$ cat src/rtl/serial_adder.sv
// serial_adder: bit-serial adder, one sum bit per clock, LSB first.
// Latches in1/in2/c_in on start, runs WIDTH cycles through a single carry
// flip-flop, then presents {c_out, sum} with a one-cycle done pulse.
// Optional build macro: SERIAL_ADDER_SUB_EN adds a sub port selecting
// two's-complement subtraction (B and carry-in loaded inverted).
//
// state   | meaning
// --------+------------------------------------------------------------
// ST_IDLE | waiting for start; operands sampled on the accepting edge
// ST_RUN  | one bit processed per edge, LSB first
// ST_DONE | result registered, done high for this single cycle
module serial_adder #(
  parameter int WIDTH = 8
) (
  input  logic             clk,
  input  logic             rst_n,
  input  logic             start,
  input  logic [WIDTH-1:0] in1,
  input  logic [WIDTH-1:0] in2,
  input  logic             c_in,
`ifdef SERIAL_ADDER_SUB_EN
  input  logic             sub,
`endif
  output logic             busy,
  output logic             done,
  output logic [WIDTH-1:0] sum,
  output logic             c_out
);

  // Counter must hold at least 1 bit even when WIDTH=1.
  localparam int CW = (WIDTH > 1) ? $clog2(WIDTH) : 1;

  typedef enum logic [1:0] {
    ST_IDLE = 2'd0,
    ST_RUN  = 2'd1,
    ST_DONE = 2'd2
  } state_t;

  state_t           state;
  state_t           state_nxt;
  logic [WIDTH-1:0] a_sr;
  logic [WIDTH-1:0] b_sr;
  logic [WIDTH-1:0] psum;
  logic [WIDTH-1:0] psum_nxt;
  logic             carry;
  logic             carry_nxt;
  logic             s_bit;
  logic             sub_sel;
  logic             last_bit;
  logic [CW-1:0]    bit_cnt;

`ifdef SERIAL_ADDER_SUB_EN
  assign sub_sel = sub;
`else
  assign sub_sel = 1'b0;
`endif

  assign last_bit = (bit_cnt == CW'(WIDTH - 1));

  // Full-adder slice on the current LSBs; new bit enters the partial-sum MSB.
  always_comb begin
    s_bit               = a_sr[0] ^ b_sr[0] ^ carry;
    carry_nxt           = (a_sr[0] & b_sr[0]) | (a_sr[0] & carry) | (b_sr[0] & carry);
    psum_nxt            = psum >> 1;
    psum_nxt[WIDTH-1]   = s_bit;
  end

  // State register.
  always_ff @(posedge clk or negedge rst_n) begin
    if (!rst_n) begin
      state <= ST_IDLE;
    end else begin
      state <= state_nxt;
    end
  end

  // Next-state logic; start only matters in IDLE.
  always_comb begin
    state_nxt = state;
    case (state)
      ST_IDLE: if (start) state_nxt = ST_RUN;
      ST_RUN:  if (last_bit) state_nxt = ST_DONE;
      ST_DONE: state_nxt = ST_IDLE;
      default: state_nxt = ST_IDLE;
    endcase
  end

  // Status outputs decoded from state; busy falls exactly as done rises.
  always_comb begin
    busy = 1'b0;
    done = 1'b0;
    case (state)
      ST_RUN:  busy = 1'b1;
      ST_DONE: done = 1'b1;
      default: ;
    endcase
  end

  // Operand shift registers, carry, partial sum and bit counter.
  always_ff @(posedge clk or negedge rst_n) begin
    if (!rst_n) begin
      a_sr    <= '0;
      b_sr    <= '0;
      psum    <= '0;
      carry   <= 1'b0;
      bit_cnt <= '0;
    end else begin
      case (state)
        ST_IDLE: begin
          if (start) begin
            a_sr    <= in1;
            b_sr    <= in2 ^ {WIDTH{sub_sel}};
            carry   <= c_in ^ sub_sel;
            psum    <= '0;
            bit_cnt <= '0;
          end
        end
        ST_RUN: begin
          a_sr    <= a_sr >> 1;
          b_sr    <= b_sr >> 1;
          carry   <= carry_nxt;
          psum    <= psum_nxt;
          bit_cnt <= bit_cnt + CW'(1);
        end
        default: ;
      endcase
    end
  end

  // Result registers update only on the final RUN edge, so partial sums never leak out.
  always_ff @(posedge clk or negedge rst_n) begin
    if (!rst_n) begin
      sum   <= '0;
      c_out <= 1'b0;
    end else if (state == ST_RUN && last_bit) begin
      sum   <= psum_nxt;
      c_out <= carry_nxt;
    end
  end

endmodule

$ cat config.mk
export PLATFORM = sky130hd
export DESIGN_NAME = serial_adder
export DESIGN_NICKNAME = d
export VERILOG_FILES = /design/src/rtl/serial_adder.sv
export SDC_FILE = /design/constraint.sdc
export NUM_CORES = 1
export LEC_CHECK = 0
export BUFFER_PORTS_ARGS = -buffer_cell sky130_fd_sc_hd__buf_2
export CAP_MARGIN = 20
export CELL_PAD_IN_SITES_DETAIL_PLACEMENT = 0
export CELL_PAD_IN_SITES_GLOBAL_PLACEMENT = 2
export CORE_MARGIN = 4
export CORE_UTILIZATION = 38
export DETAILED_ROUTE_END_ITERATION = 7
export GPL_TIMING_DRIVEN = 0
export PLACE_DENSITY = 0.91
export SETUP_SLACK_MARGIN = 0.2
export SYNTH_ARGS = -nofsm -noshare
export SYNTH_HDL_FRONTEND = slang
export SYNTH_SLANG_ARGS = --single-unit
$ cat constraint.sdc
create_clock -name clk -period 2.6 [get_ports clk]
set_input_delay 0.39 -clock clk [delete_from_list [all_inputs] [get_ports clk]]
set_output_delay 0.39 -clock clk [all_outputs]
set_load 0.005 [all_outputs]
# Word level (Yosys, flattened, before mapping)
# Cells that the tools add are included.
op_classes:
  n_reduce_logical: 5
  mux: 15
  multipliers: 0
  addsub: 1
  shift: 0
  bitwise: 7
  eq_ne: 5
  order_cmp: 0
  div: 0
ops:
  columns: ["op", "n"]
  rows:
  - ["$pmux W8 S2", 3]
  - ["$mux W8", 3]
  - ["$pmux W3 S2", 1]
  - ["$mux W2", 2]
  - ["$ne A2 B2 Y1 const B", 2]
  - ["$pmux W2 S2", 1]
  - ["$reduce_and A2 Y1", 2]
  - ["$add A3 B1 Y3 const B", 1]
  - ["$and A1 B1 Y1", 3]
  - ["$eq A3 B3 Y1 const B", 1]
  - ["$mux W1", 3]
  - ["$mux W3", 1]
  - ["$eq A2 B1 Y1 const B", 1]
  - ["$eq A2 B2 Y1 const B", 1]
  - ["$logic_not A2 Y1", 1]
  - ["$or A1 B1 Y1", 2]
  - ["$pmux W1 S2", 1]
  - ["$reduce_bool A2 Y1", 1]
  - ["$xor A1 B1 Y1", 2]
  - ["$logic_and A1 B1 Y1", 1]
totals:
  romBits: 0
  regBits: 39
  elab_cells: 41
  ram_bits: 0
  output_inout_bits: 11
  n_memories: 0
  latchBits: 0

# Depth between registers and ports, before layout
# Gate-level depths: netlist of run 1.
logic_depth:
  word_depth: 4
  depth_mapped: 5
  ltp_nobuf: 4

# Least setup slack after synthesis of run 1
# No wires, ideal clock.
synth_path:
  path_kind: "flip-flop to flip-flop"
  start: "register bit_cnt[0]"
  end: "register c_out"
  stages_incl_launch_ff: 5
  setup_time_ns: 0.125
  setup_slack_ns: 1.246
  arrival_ns: 1.229
  n_path_buf: 0
  path_cell_list: "dfrtp_1 ha_1 ha_1 nand2_8 mux2_4"
synth_between:
  elab_chain_len: 2
synth_rtl:
  columns: ["element", "line_no", "rtl"]
  rows:
  - ["start: declaration", "50", "logic [CW-1:0] bit_cnt;"]
  - ["start signal: assignment", "123", "bit_cnt <= bit_cnt + CW'(1);"]
  - ["$eq A3 B3 Y1", "58", "assign last_bit = (bit_cnt == CW'(WIDTH - 1));"]
  - ["$logic_and A1 B1 Y1", "135", "end else if (state == ST_RUN && last_bit) begin"]
  - ["end signal: assignment", "137", "c_out <= carry_nxt;"]
  - ["end: declaration", "27", "output logic c_out"]
# Every way passes these cells.
# A chain may end at the register's enable or synchronous reset.

# Worst setup path after layout of run 1
layout_path:
  start: "register state[1]"
  end: "output done"
layout_between:
  elab_chain_len: 2
layout_rtl:
  columns: ["element", "line_no", "rtl"]
  rows:
  - ["start: declaration", "39", "state_t state;"]
  - ["start signal: assignment", "73", "state <= state_nxt;"]
  - ["$eq A2 B2 Y1", "92", "case (state)"]
  - ["$mux W1", "92", null]
  - ["end: declaration", "25", "output logic done,"]
# Every way passes these cells.

==> results of run 1 <==
[metrics by stage]
step                      worst slack, ns  hold WS, ns  instances
after floorplan                     1.246      0.09441        133
after global placement              1.015       0.4865        213
after detailed placement           0.9708       0.4937        213
after CTS                          0.6303       0.2215        221
after global routing               0.5110       0.2649        221
final                              0.6626       0.1952        221
[flip-flops by register name (all words and copies together), names as in the netlist]
register  count
a_sr          8
b_sr          8
bit_cnt       3
c_out         1
carry         1
psum          7
state         2
sum           8
[cell usage in the layout, fill, tap and decap left out, drive strengths merged, types with 2 or more instances in the layout]
master / instances
mux2: 9
nand2: 4
inv: 3
a21oi: 15
clkbuf: 7
o22ai: 18
buf: 37
o21ai: 2
nand2b: 3
dfrtp: 38
a22o: 9
clkinv: 2
nor2: 13
ha: 2
[layout make-up]
cell class,count,area (sq um)
repair buffers,30,150.1
multi-input cells,83,618.1
fillers,396,2140
flip-flops and latches,38,950.9
well taps,50,62.56
clock buffers,6,82.58
inverters,4,17.52
clock inverters,2,12.51
plain buffers,8,52.55
[per-layer routing]
metal  vias up  share of wire  track usage  routed length (um)
li1        558              -            -                   -
met1       569           0.45       0.1681                1468
met2        28           0.49       0.2205                1594
met3         7          0.051      0.03967                 167
met4         0          0.013      0.04829                  44
met5         -              0            0                   0
[logic make-up after synthesis]
kind of cell | share of synthesized area
buffers and inverters | 0.04274
and+or+nand+nor | 0.07710
AOI/OAI and AO/OA | 0.1901
DFF | 0.5802
adders and majority gates | 0.02748
muxes | 0.08244
[power breakdown]
group | internal [mW] | switching, mW
Combinational | 0.482 | 0.409
Sequential | 0.861 | 0.166
Clock | 0.213 | 0.195
[how the worst max path moves through the flow]
stage                          start  endpoint  depth (start not counted)  slack [ns]
after global routing        state[1]      done                          4        0.51
final                       state[1]      done                          4        0.66
after CTS                   state[1]      done                          4        0.63
after floorplan           bit_cnt[0]     c_out                          4        1.25
after detailed placement    state[1]      done                          4        0.97
after global placement      state[1]      done                          4        1.01
[worst max-delay path, cell delays in order (launching register included)]
cell and delay, ns:
dfrtp_1 0.42, clkinv_1 0.25, clkbuf_1 0.30, nor2_1 0.16, buf_2 0.13
==> flow_metrics.env, run 1 <==
export IMPL_synth_cell_type_count=27
export IMPL_r2r_start="bit_cnt[0]"
export IMPL_synth_most_common_cell="dfrtp_1"
export IMPL_synth_ff_latch_count=38
export IMPL_yosysTopAreaCell="dfrtp_1"
export IMPL_cp_data_arrival_time_ns=1.55
export IMPL_synth_edf_count=0
export IMPL_tightestPinTransition_ns=0.8218
export IMPL_route_vias_total=1162
export IMPL_die_w_um=73.68
export IMPL_finalInstanceArea_sq_mm=0.001947
export IMPL_syn_area_per_cell_sq_um=12.32
export IMPL_diodes=0
export IMPL_clk_path_buf_depth=2
export IMPL_drive_gt1_frac=0.3450
export IMPL_cts_buffers=5
export IMPL_syn_to_final_growth_pct=18.78
export IMPL_cp_end_kind="primary output"
export IMPL_synth_flop_cell="dfrtp_1"
export IMPL_rsz0062_at_grt="no"
export IMPL_avgRoutedWirePerCell_um=14.81
export IMPL_ys_seq_area_frac=0.5802
export IMPL_io_pins=31
export IMPL_synth_cell_area_sq_mm=0.001639
export IMPL_finalSetupViolCount=0
export IMPL_fin_tns_setup_ns=0
export IMPL_fin_util=0.4764
export IMPL_min_period_over_period=0.7452
export IMPL_placed_area_sq_mm=0.001852
export IMPL_grt_overflow=0
export IMPL_r2r_cells=4
export IMPL_hold_violations=0
export IMPL_drc=0
export IMPL_detailed_place_hpwl_um=2407
export IMPL_first_global_vias=1214
export IMPL_crit_fanout=10
export IMPL_max_freq_mhz=516.1
export IMPL_synthArstFlopShare=1.000
export IMPL_track_usage=0.1346
export IMPL_synth_top_area_share=0.5802
export IMPL_drt_iter0_drc=71
export IMPL_hold_class="in2async"
export IMPL_antenna_found_initial=0
export IMPL_p_leak_nw=0.9436
export IMPL_r2r_end="sum[1]"
export IMPL_ir_drop_v=0.0003663
export IMPL_worstPathRequired_ns=2.21
export IMPL_reg2reg_setup_slack_ns=1.14
export IMPL_die_h_um=73.68
export IMPL_rows=23
export IMPL_finalMaxSlewViolations=0
export IMPL_clock_latency_ns=0.29
export IMPL_relSlewSlack=0.4521
export IMPL_cts_setup_buffers=0
export IMPL_p_total_mw=2.326
export IMPL_ys_warn_count=0
export IMPL_gp_congestion=0.8192
export IMPL_initial_utilization=0.4011
export IMPL_ant_nets=0
export IMPL_start_kind="flop"
export IMPL_root_buffer="clkbuf_8"
export IMPL_clk_pin_slew_ns=0.08
export IMPL_fin_nets=193
export IMPL_drt_pass1_iter_count=4
export IMPL_crit_type="reg2out"
export IMPL_core_area_sq_mm=0.004086
export IMPL_port_buffer_count=30
export IMPL_skew_ns=0.01134
export IMPL_htreeDepth=2
export IMPL_routed_wl_um=3273
export IMPL_dieArea_sq_mm=0.005428
export IMPL_grt_pass1_wl_um=5595
export IMPL_synth_area_leaders="dfrtp_1, mux2_4, o22ai_1"
export IMPL_cts_tree="yes"
export IMPL_grt_start_max_net_pins=39
export IMPL_power_density_mw_per_mm2=1195
export IMPL_clock_sinks=38
export IMPL_cts_resized=0
export IMPL_synth_cells=133
export IMPL_syn_nets=156
export IMPL_period_minus_slack_ns=1.937
export IMPL_via_per_inst=5.258
export IMPL_cap_violations=0
export IMPL_synth_common_cells="dfrtp_1, o22ai_1, a21oi_1"
export IMPL_ctsHoldBuffers=0
export IMPL_status="finished clean"
Note: power is estimated with default switching activity, not from simulation.
==> run 2: changes to the inputs <==
Settings changed: CORE_UTILIZATION 38 to 32, PLACE_DENSITY 0.91 to 0.82.
Clock period 2.6 ns to 1.75 ns, I/O delays scaled along.
==> run 2 against run 1 <==
Net effect:
- cell count is 7.7% higher
- wire length rose by 4.1%
- worst setup slack got worse by 0.38 ns
- clock skew is 0.0065 ns lower
- clock power increased by 84%
- sequential cell count did not move
- via count is 1.8% higher
- first-iteration DRC count fell by 1.4%
- utilization shrank 6.3 points
- cell area up 2.9%
- critical path depth unchanged
- critical path type unchanged
==> flow_metrics.env, run 2 (same netlist as run 1, synthesis figures left out) <==
export IMPL_dieArea_sq_mm=0.006331
export IMPL_grt_overflow=0
export IMPL_drive_gt1_frac=0.3626
export IMPL_finalInstanceArea_sq_mm=0.002003
export IMPL_layout_commonest_cell="dfrtp_1"
export IMPL_cp_end_kind="primary output"
export IMPL_ctsHoldBuffers=0
export IMPL_rsz0062_at_grt="no"
export IMPL_first_global_vias=1301
export IMPL_fin_tns_setup_ns=0
export IMPL_hold_violations=0
export IMPL_track_usage=0.1217
export IMPL_avgRoutedWirePerCell_um=14.31
export IMPL_crit_family="flip-flops"
export IMPL_drt_iter0_drc=70
export IMPL_gp_congestion=0.7843
export IMPL_antenna_found_initial=0
export IMPL_cts_tree="yes"
export IMPL_routed_wl_um=3406
export IMPL_cap_violations=0
export IMPL_critPathSlowestCell="dfrtp_2"
export IMPL_hold_class="in2async"
export IMPL_min_period_over_period=0.8406
export IMPL_path_cells="nand2b_4 -> inv_4 -> buf_8 -> buf_2"
export IMPL_period_minus_slack_ns=1.471
export IMPL_core_area_sq_mm=0.004848
export IMPL_cp_data_arrival_time_ns=1.21
export IMPL_root_buffer="clkbuf_8"
export IMPL_fillers=493
export IMPL_drc=0
export IMPL_port_buffer_count=30
export IMPL_status="finished clean"
export IMPL_fin_util=0.4132
export IMPL_final_cell_mix="dfrtp_1, buf_2, o22ai_1, a21oi_1, nor2_1"
export IMPL_syn_to_final_growth_pct=22.21
export IMPL_clock_latency_ns=0.28
export IMPL_clock_sinks=38
export IMPL_placed_cells=230
export IMPL_clk_path_buf_depth=2
export IMPL_die_w_um=79.57
export IMPL_route_vias_total=1183
export IMPL_power_density_mw_per_mm2=1813
export IMPL_p_leak_nw=0.9636
export IMPL_fin_nets=194
export IMPL_initial_utilization=0.3381
export IMPL_stdcell_count=238
export IMPL_worstPathRequired_ns=1.49
export IMPL_placed_area_sq_mm=0.001873
export IMPL_clk_pin_slew_ns=0.07
export IMPL_via_per_inst=4.971
export IMPL_diodes=0
export IMPL_crit_type="reg2out"
export IMPL_drt_pass1_iter_count=4
export IMPL_ant_nets=0
export IMPL_top_regs="a_sr: 8 flops, b_sr: 8 flops, sum: 8 flops"
export IMPL_relSlewSlack=0.4390
export IMPL_hold_slack_ns=0.07579
export IMPL_grt_start_max_net_pins=39
export IMPL_htreeDepth=2
export IMPL_rows=25
export IMPL_detailed_place_hpwl_um=2435
export IMPL_io_pins=31
export IMPL_max_freq_mhz=679.8
export IMPL_crit_fanout=10
export IMPL_grt_pass1_wl_um=5989
export IMPL_start_kind="flop"
export IMPL_tightestPinTransition_ns=0.8416
export IMPL_ir_drop_v=0.0007436
export IMPL_finalMaxSlewViolations=0
export IMPL_skew_ns=0.004791
export IMPL_cts_buffers=5
export IMPL_crit_buf_inv=3
export IMPL_die_h_um=79.57
export IMPL_max_stage_delay_ns=0.43
export IMPL_finalSetupViolCount=0
[run 2: changes by cell type in the layout (fill, tap and decap cells not counted)]
cell,before,now
clkbuf_1,1,0
buf_8,0,1
dfrtp_1,38,37
clkinvlp_4,1,0
dfrtp_2,0,1
bufinv_16,0,1
clkinv_1,1,0
buf_6,1,0
buf_4,3,5
[run 2: timing repair]
item | in CTS | in global routing
gates resized for setup | 2 | 1
endpoints found under the hold margin | 0 | 0
setup buffers | 2 | 0
endpoints found under the setup margin | 2 | 1
[run 2: routing by layer]
layer | global-route usage | share of wire
met1 | 0.1541 | 0.45
met2 | 0.1928 | 0.47
met3 | 0.04063 | 0.068
met4 | 0.04467 | 0.011
met5 | 0 | 0
[run 2: stage by stage]
stage          power (mW)  setup slack (ns)
2_1_floorplan       2.491            0.3962
3_3_place_gp        2.818            0.2818
3_5_place_dp        2.890            0.2649
4_1_cts             3.674            0.2485
5_1_grt             3.937            0.2044
6_report            3.631            0.2789
[run 2: area by class of cell]
type	count	area (sq um)	share of cell area
Tap cell	67	83.83	0.04185
Multi-Input combinational cell	83	618.1	0.3086
Clock inverter	1	30.03	0.01499
Sequential cell	38	952.2	0.4753
Timing Repair Buffer	32	165.2	0.08245
Clock buffer	6	82.58	0.04122
Inverter	4	18.77	0.009369
Buffer	7	52.55	0.02623
[run 2: power by group]
group / switching, mW / total [mW] / internal, mW / leakage (nW)
Sequential: 0.245 / 1.52 / 1.28 / 0.463
Combinational: 0.619 / 1.36 / 0.739 / 0.443
Clock: 0.293 / 0.749 / 0.456 / 0.0573
[run 2: worst paths after layout]
| path | startpoint | end | slack [ns] | cells after the start |
|---|---|---|---|---|
| max | state[1] | busy | 0.28 | 4 |
| min | rst_n | sum[0] | 0.08 | 1 |
| max reg2reg | bit_cnt[0] | sum[4] | 0.32 | 4 |
| min reg2reg | bit_cnt[0] | bit_cnt[0] | 0.51 | 1 |
| max in group asynchronous | rst_n | state[1] | 1.10 | 1 |
| min in group clk | in1[7] | a_sr[7] | 0.23 | 3 |
